File: src/rtl/freq_pkg.sv
// Shared types for the clock-mode scheduler: the 2-bit mode type, the named
// clock sources and the FSM state encoding.
package freq_pkg;

    typedef logic [1:0] mode_t;

    localparam mode_t MODE_SRC1 = 2'd0;
    localparam mode_t MODE_SRC2 = 2'd1;
    localparam mode_t MODE_SRC3 = 2'd2;
    localparam mode_t MODE_SRC4 = 2'd3;

    typedef enum logic [1:0] {
        ST_IDLE  = 2'd0,
        ST_REQ   = 2'd1,
        ST_DWELL = 2'd2
    } state_t;

endpackage

File: src/rtl/freq_req_pick.sv
// Combinational arbiter: highest requested mode among active requesters,
// ties to the lowest index, mode 0 / winner 0 when nobody is asking.
module freq_req_pick
    import freq_pkg::*;
#(
    parameter int NREQ = 4
) (
    input  logic [NREQ-1:0]   req_vld,
    input  logic [2*NREQ-1:0] req_mode,
    output mode_t             target,
    output logic [1:0]        winner
);

    logic found;

    // NOTE: every output of a combinational block gets a default first so no latch is inferred.
    always_comb begin
        target = MODE_SRC1;
        winner = 2'd0;
        found  = 1'b0;
        for (int i = 0; i < NREQ; i++) begin
            // Strict '>' keeps the lowest index on a tie.
            if (req_vld[i] && (!found || mode_t'(req_mode[2*i +: 2]) > target)) begin
                target = mode_t'(req_mode[2*i +: 2]);
                winner = 2'(i);
                found  = 1'b1;
            end
        end
    end

endmodule

File: src/rtl/freq_sched.sv
// Clock-mode scheduler: requests a clock switch, waits for the ack, then holds
// the new mode for DWELL_CYC cycles. Define FREQ_SCHED_TIMEOUT_EN for the ack timeout.
module freq_sched
    import freq_pkg::*;
#(
    parameter int NREQ        = 4,
    parameter int DWELL_CYC   = 16,
    parameter int TIMEOUT_CYC = 64
) (
    input  logic              clk,
    input  logic              rstn,
    input  logic [NREQ-1:0]   req_vld,
    input  logic [2*NREQ-1:0] req_mode,
    input  logic              sw_ack,
    input  logic              err_clr,
    output logic              sw_req,
    output logic [1:0]        sw_mode,
    output logic [1:0]        cur_mode,
    output logic [1:0]        grant_id,
    output logic              busy,
    output logic              err
);

    localparam int DW = (DWELL_CYC > 1) ? $clog2(DWELL_CYC) : 1;

    mode_t       target;
    logic [1:0]  winner;

    state_t      state_q,     state_d;
    logic        sw_req_q,    sw_req_d;
    mode_t       sw_mode_q,   sw_mode_d;
    mode_t       cur_mode_q,  cur_mode_d;
    logic [1:0]  grant_id_q,  grant_id_d;
    logic        busy_q,      busy_d;
    logic [DW-1:0] dwell_cnt_q, dwell_cnt_d;

    freq_req_pick #(.NREQ(NREQ)) u_pick (
        .req_vld  (req_vld),
        .req_mode (req_mode),
        .target   (target),
        .winner   (winner)
    );

`ifdef FREQ_SCHED_TIMEOUT_EN
    localparam int TW = (TIMEOUT_CYC > 1) ? $clog2(TIMEOUT_CYC) : 1;
    logic [TW-1:0] tmo_cnt_q, tmo_cnt_d;
    logic          err_q, err_d;
    logic          tmo_hit;
`else
    logic unused_err_clr;
    assign unused_err_clr = err_clr;
`endif

    always_comb begin
        state_d     = state_q;
        sw_req_d    = sw_req_q;
        sw_mode_d   = sw_mode_q;
        cur_mode_d  = cur_mode_q;
        grant_id_d  = grant_id_q;
        dwell_cnt_d = dwell_cnt_q;
`ifdef FREQ_SCHED_TIMEOUT_EN
        tmo_cnt_d   = '0;
        tmo_hit     = 1'b0;
`endif
        case (state_q)
            ST_IDLE: begin
                if (target != cur_mode_q) begin
                    state_d    = ST_REQ;
                    sw_req_d   = 1'b1;
                    sw_mode_d  = target;
                    grant_id_d = winner;
                end
            end
            ST_REQ: begin
                // Arbiter output is deliberately ignored until the dwell is over.
                if (sw_ack) begin
                    cur_mode_d  = sw_mode_q;
                    sw_req_d    = 1'b0;
                    state_d     = ST_DWELL;
                    dwell_cnt_d = DW'(DWELL_CYC - 1);
                end
`ifdef FREQ_SCHED_TIMEOUT_EN
                else if (tmo_cnt_q == TW'(TIMEOUT_CYC - 1)) begin
                    tmo_hit     = 1'b1;
                    sw_req_d    = 1'b0;
                    state_d     = ST_DWELL;
                    dwell_cnt_d = DW'(DWELL_CYC - 1);
                end else begin
                    tmo_cnt_d = tmo_cnt_q + 1'b1;
                end
`endif
            end
            ST_DWELL: begin
                if (dwell_cnt_q == '0) begin
                    state_d = ST_IDLE;
                end else begin
                    dwell_cnt_d = dwell_cnt_q - 1'b1;
                end
            end
            default: state_d = ST_IDLE;
        endcase
        busy_d = (state_d != ST_IDLE);
    end

`ifdef FREQ_SCHED_TIMEOUT_EN
    // A timeout in the same cycle as err_clr leaves err set.
    always_comb begin
        err_d = err_clr ? 1'b0 : err_q;
        if (tmo_hit) begin
            err_d = 1'b1;
        end
    end
`endif

    // NOTE: sequential state uses non-blocking assignments so every flop samples pre-edge values.
    always_ff @(posedge clk or negedge rstn) begin
        if (!rstn) begin
            state_q     <= ST_IDLE;
            sw_req_q    <= 1'b0;
            sw_mode_q   <= MODE_SRC1;
            cur_mode_q  <= MODE_SRC1;
            grant_id_q  <= 2'd0;
            busy_q      <= 1'b0;
            dwell_cnt_q <= '0;
`ifdef FREQ_SCHED_TIMEOUT_EN
            tmo_cnt_q   <= '0;
            err_q       <= 1'b0;
`endif
        end else begin
            state_q     <= state_d;
            sw_req_q    <= sw_req_d;
            sw_mode_q   <= sw_mode_d;
            cur_mode_q  <= cur_mode_d;
            grant_id_q  <= grant_id_d;
            busy_q      <= busy_d;
            dwell_cnt_q <= dwell_cnt_d;
`ifdef FREQ_SCHED_TIMEOUT_EN
            tmo_cnt_q   <= tmo_cnt_d;
            err_q       <= err_d;
`endif
        end
    end

    assign sw_req   = sw_req_q;
    assign sw_mode  = sw_mode_q;
    assign cur_mode = cur_mode_q;
    assign grant_id = grant_id_q;
    assign busy     = busy_q;
`ifdef FREQ_SCHED_TIMEOUT_EN
    assign err      = err_q;
`else
    assign err      = 1'b0;
`endif

endmodule

File: config.mk
export PLATFORM = sky130hd
export DESIGN_NAME = freq_sched
export DESIGN_NICKNAME = d
export VERILOG_FILES = /design/src/rtl/freq_pkg.sv /design/src/rtl/freq_req_pick.sv /design/src/rtl/freq_sched.sv
export SDC_FILE = /design/constraint.sdc
export NUM_CORES = 1
export LEC_CHECK = 0
export CAP_MARGIN = 20
export CORE_ASPECT_RATIO = 1.1
export CORE_UTILIZATION = 57
export DETAILED_ROUTE_END_ITERATION = 12
export DONT_BUFFER_PORTS = 1
export PLACE_DENSITY = 0.79
export SYNTH_ARGS = -nofsm -noshare
export SYNTH_HDL_FRONTEND = slang
export SYNTH_SLANG_ARGS = --single-unit
File: constraint.sdc
create_clock -name clk -period 1.6 [get_ports clk]
set_input_delay 0.24 -clock clk [delete_from_list [all_inputs] [get_ports clk]]
set_output_delay 0.24 -clock clk [all_outputs]
set_load 0.005 [all_outputs]
---- Word-level counts from Yosys, hierarchy flattened ----
Index checks and enable logic that the tools add are counted.
cells by class
  equality and inequality tests ........... 6
  reduce and logical (&&, ||, !) cells .... 18
  shift operators ......................... 0
  multiplexer cells ....................... 20
  $mul .................................... 0
  div/mod/pow operators ................... 0
  add/sub/neg operators ................... 1
  order comparisons ....................... 3
  bitwise operators ....................... 0
operators by type and width
  operator               number
  $mux W2                9
  $mux W4                2
  $pmux W4 S2            1
  $gt A2 B2 Y1           3
  $mux W1                6
  $ne A2 B2 Y1 const B   3
  $pmux W2 S3            1
  $reduce_and A3 Y1      2
  $reduce_bool A2 Y1     3
  $logic_not A4 Y1       1
  $reduce_and A2 Y1      2
  $sub A4 B1 Y4 const B  1
  $logic_and A1 B1 Y1    3
  $logic_not A1 Y1       3
  $logic_or A1 B1 Y1     3
  $eq A2 B1 Y1 const B   1
  $eq A2 B2 Y1 const B   1
  $logic_not A2 Y1       1
  $ne A2 B2 Y1           1
  $pmux W1 S2            1
word-level totals
  output and inout port bits .............. 9
  memories kept ........................... 0
  bits in registers ....................... 14
  bits in writable memories ............... 0
  word-level logic and storage cells ...... 55
  ROM bits ................................ 0
  input port bits ......................... 16
  latch bits .............................. 0

---- Depth between registers and ports, before layout ----
  depth after elaboration ................. 17
  depth in mapped cells ................... 18
  gate-level depth less buffers ........... 18

---- By module ----
From an unflattened synthesis, not the netlist that was laid out.
second synthesis, totals
  cells, all modules ...................... 88
  area total of the unflattened synthesis .. 892.1 um^2
modules (own cells, without submodules)
  module         cells an instance  area an instance (um^2)  sequential area each (um^2)  times used
  freq_sched     51                 623.1                    350.3                        1
  freq_req_pick  37                 269.0                    0.0                          1

---- Worst setup path before layout ----
OpenSTA, ideal clock, no wires.
  kind .................................... input-to-reg
  start ................................... in req_mode[0]
  end ..................................... reg grant_id_q[0] (netlist: grant_id[0])
  required time ........................... 1.472 ns
  path buffers ............................ 0
  setup time .............................. 0.128 ns
  slack ................................... -2.734 ns
  cell stages on the path ................. 17
  data arrival time ....................... 4.206 ns
  cells stage by stage .................... and2_2 > ha_1 > a221o_2 > a32oi_2 > ha_1 > and2b_2 > o311a_1 > a221oi_1 > a21oi_1 > ha_1 > nand2_1 > o211ai_1 > and2_2 > a311oi_4 > xor2_2 > o21ai_2 > mux2_1
between the ends
  word-level cells in the longest chain between the ends .. 15
  elaborated cells on any way between the ends .. 22
  those cells by class .................... 3 x order compare; 1 x eq/ne; 9 x mux; 9 x reduce/logical
RTL lines
  element                                           RTL line             source
  start: declaration                                freq_sched.sv:13     input logic [2*NREQ-1:0] req_mode,
  $mux W2 *                                         freq_req_pick.sv:23  if (req_vld[i] && (!found || mode_t'(req_mode[2*i +: 2]) > target)) begin
  $gt A2 B2 Y1                                      freq_req_pick.sv:23
  $logic_or A1 B1 Y1                                freq_req_pick.sv:23
  $logic_and A1 B1 Y1                               freq_req_pick.sv:23
  $mux W2 or $mux W1 (tied branches)                freq_req_pick.sv:23
  $gt A2 B2 Y1 or $logic_not A1 Y1 (tied branches)  freq_req_pick.sv:23
  $logic_or A1 B1 Y1                                freq_req_pick.sv:23
  $logic_and A1 B1 Y1                               freq_req_pick.sv:23
  $mux W2 or $mux W1 (tied branches)                freq_req_pick.sv:23
  $gt A2 B2 Y1 or $logic_not A1 Y1 (tied branches)  freq_req_pick.sv:23
  $logic_or A1 B1 Y1                                freq_req_pick.sv:23
  $logic_and A1 B1 Y1                               freq_req_pick.sv:23
  $mux W2                                           freq_req_pick.sv:23
  $ne A2 B2 Y1                                      freq_sched.sv:67     if (target != cur_mode_q) begin
  $reduce_and A2 Y1 (no source line)                n/a
  end signal: assignment                            freq_sched.sv:134    grant_id_q <= grant_id_d;
  end: declaration                                  freq_sched.sv:33     logic [1:0] grant_id_q, grant_id_d;
Every way passes the cells marked *; elsewhere a longest branch is shown, timed or not.
A chain may end at the register's enable or synchronous reset.

---- Worst setup path in the final report ----
Same ends and word-level chain as after synthesis.

==> run_results.csv <==
group,metric,value,unit
run_status,outcome,"complete, but fails checks",
run_status,violations,"negative setup slack",
timing,max_slew_margin,58.4,%
synth,ys_ff_latch,14,
grt,first_global_vias,908,
worst_setup_path,cp_data_required_time,1.76,ns
cts,cts-root-buf,"clkbuf_4",
layout,mostFrequentLayoutCells,"22 x buf_4, 14 x dfrtp_1, 13 x nand2_1",
placed_design,gp_congestion,0.760,
layout,fin_nets,152,
route,ant_nets,0,
power_and_ir_drop,powerDensity,1480,nW/um^2
synth,netlist_instances,103,
route,wl,2.85,mm
synth,synth_top_cell_by_area,"dfrtp_1",
worst_setup_path,cp_slowest_stage_delay,0.38,ns
worst_setup_path,crit_arrival,4.15,ns
synth,synthTopCellsByArea,"dfrtp_1 35%, ha_1 8.7%, nand2_1 5.2%, inv_1 3.4%, a311oi_4 2.6%",
cts,htreeDepth,1,
grt,grt_pass1_wl,3.79,mm
grt,antenna_found_initial,0,
timing,rsz0062_at_grt,"yes",
route,vias_per_cell,6.37,
timing,skew,0.000569,ns
worst_setup_path,crit_chain,"and2_4 > ha_4 > nand2b_4 > a221o_2 > a32oi_4 > ha_4 > and2b_2 > o311ai_4 > nand2_1 > o21ai_1 > ha_1 > nor2b_1 > o211ai_1 > buf_4 > a21oi_4 > a311oi_4 > xor2_2 > o21ai_2 > mux2_1",
synth,synth_edf_count,0,
timing,hold_violations,0,
timing,setup_ws,-2.39,ns
cts,max-clock-path-buffers,2,
synth,yosysSeqAreaShare,34.8,%
grt,grt_max_degree,15,
layout,layout_commonest_cell,"buf_4",
power_and_ir_drop,worst_ir_drop_vdd,0.000775,V
synth,synth.top_cell.area_share,34.8,%
route,vias,917,
worst_setup_path,path_common_cell,"ha_4",
floorplanning,core_area,1610,sq um
worst_setup_path,slowest_stage,"a221o_2",
timing,tightest_slew,0.622,ns
floorplanning,dieArea,1940,sq um
synth,yosysWarnings,0,
floorplanning,start_util,62.4,%
route,drtPass1Iterations,4,
cts,numCtsBuffers,3,
synth,synth-async-reset-ratio,100,%
power_and_ir_drop,power.leakage,0.589,nW
synth,syn_area,1010,sq um
layout,multiInputGateArea,795,sq um
worst_setup_path,crit_path_end_kind,"flop",
route,drcViolationCount,0,
layout,fillCellCount,78,
timing,period_needed,3.99,ns
timing,fmax,251,MHz
synth,synthesis.nets,126,
timing,period_share,249,%
layout,synthToLayoutAreaGrowth,38.8,%
worst_setup_path,crit_path_start_kind,"input pin",
worst_hold_path,hp-class,"in2reg",
floorplanning,io-pin-count,25,
cts,clock_sinks,14,
layout,n_antenna_cell,0,
layout,regArea,350,sq um
timing,setup_viol,7,
power_and_ir_drop,total_power,2.07,mW
worst_setup_path,cp_top_family,"compound AO/OA/AOI/OAI gates",
placed_design,port_buffers,0,
grt,track_usage,28.0,%
route,drt_iter0_markers,24,
placed_design,dp_hpwl,1.74,mm
grt,grt.overflow.total,0,
floorplanning,die_h,46.1,um
cts,clk_latency,0.28,ns
synth,synth_flop_cell,"dfrtp_1",
cts,clkSlewWorstSetupHoldPaths,0.08,ns
worst_setup_path,crit_type,"in2reg",
flow_run,cap_viol_max_count,0,
route,avgRoutedWirePerCell,19.8,um
worst_setup_path,worst-path-buf-inv,1,
floorplanning,rows,15,
cts,cts_tree,"yes",
synth,syn_avg_cell_area,9.78,sq um
timing,worst_hold_slack,0.0507,ns
layout,drive_above_1_share,45.7,%
synth,ys_types,42,
floorplanning,die_x,42.1,um
worst_setup_path,worst-path-max-fanout,4,
timing,slew_viol_final,0,
-- logic make-up (layout without fill, tap and decap cells) --
family / count (synthesis) / in the layout / share of synthesized area [%]
buffers and inverters: 11 / 35 / 4.84
multiplexers: 5 / 5 / 5.47
AND/OR/NAND/NOR: 35 / 35 / 17.9
adder cells (fa/ha/maj): 7 / 7 / 8.70
flip-flops: 14 / 14 / 34.8
AO/OA/AOI/OAI: 27 / 27 / 24.6
other: 1 / 1 / 0.372
XOR/XNOR: 3 / 3 / 3.35
-- synthesized netlist by cell type, types with 2 or more instances --
| master | number |
|---|---|
| dfrtp_1 | 14 |
| nand2_1 | 14 |
| inv_1 | 9 |
| ha_1 | 7 |
| nor2_1 | 6 |
| a21oi_1 | 4 |
| o21ai_0 | 4 |
| o211ai_1 | 3 |
| and2_2 | 2 |
| buf_4 | 2 |
| mux2_1 | 2 |
| mux2_2 | 2 |
| nand3b_1 | 2 |
| nor2b_1 | 2 |
| nor3_1 | 2 |
| o32ai_1 | 2 |
-- flip-flops by register name, summed over array words and instances (netlist names) --
name and cells:
dwell_cnt_q 4, grant_id 2, state_q 2, cur_mode 2, sw_req 1, busy 1, sw_mode 2
-- layer usage --
metal  routed length, um  GRT usage [%]  vias to the layer above  part of all wire, %
met2                1660           60.0                       38                   58
met3                 127           6.27                       10                  4.5
li1                    -              -                      426                    -
met4                  87           19.4                        0                  3.1
met1                 976           22.1                      443                   34
met5                   0              0                        -                    0
-- worst paths after layout --
check | to | start | slack (ns) | cells after the start
setup reg to reg | dwell_cnt_q[3] | dwell_cnt_q[0] | 0.14 | 7
min in group asynchronous | sw_mode[1] | rstn | 0.41 | 1
hold reg to reg | sw_mode[0] | cur_mode[0] | 0.54 | 1
max in group asynchronous | dwell_cnt_q[0] | rstn | 0.79 | 1
hold / removal | state_q[0] | sw_ack | 0.05 | 1
setup / recovery | grant_id[0] | req_mode[0] | -2.39 | 19
-- per-stage QoR --
step           area [sq um]  worst slack (ns)  utilization (%)  instances  TNS (ns)
3_3_place_gp           1210             -2.55             74.7        134    -17.25
4_1_cts                1330             -2.29             82.2        141    -15.15
6_report               1400             -2.39             86.6        144    -16.06
3_5_place_dp           1210             -2.66             74.7        134    -17.98
5_1_grt                1400             -2.51             86.6        144    -16.97
2_1_floorplan          1080             -2.62                -        103    -17.29
-- report_power, final --
part	switching [mW]	internal (mW)
Combinational	0.545	0.597
Clock	0.107	0.0873
Sequential	0.226	0.504
-- repair_timing --
item,CTS,global route
setup buffers,4,4
pin swaps,13,6
hold buffers,1,0
setup endpoints to repair,7,7
hold endpoints to repair,14,0
resized for setup,14,6
-- layout make-up --
cell class	count	share of cell area, %
inverter	9	2.42
sequential	14	25.1
timing repair buffer	23	12.5
multi-input combinational	78	56.8
tap	17	1.52
clock buffer	3	1.61
(Power assumes the default switching activity.)
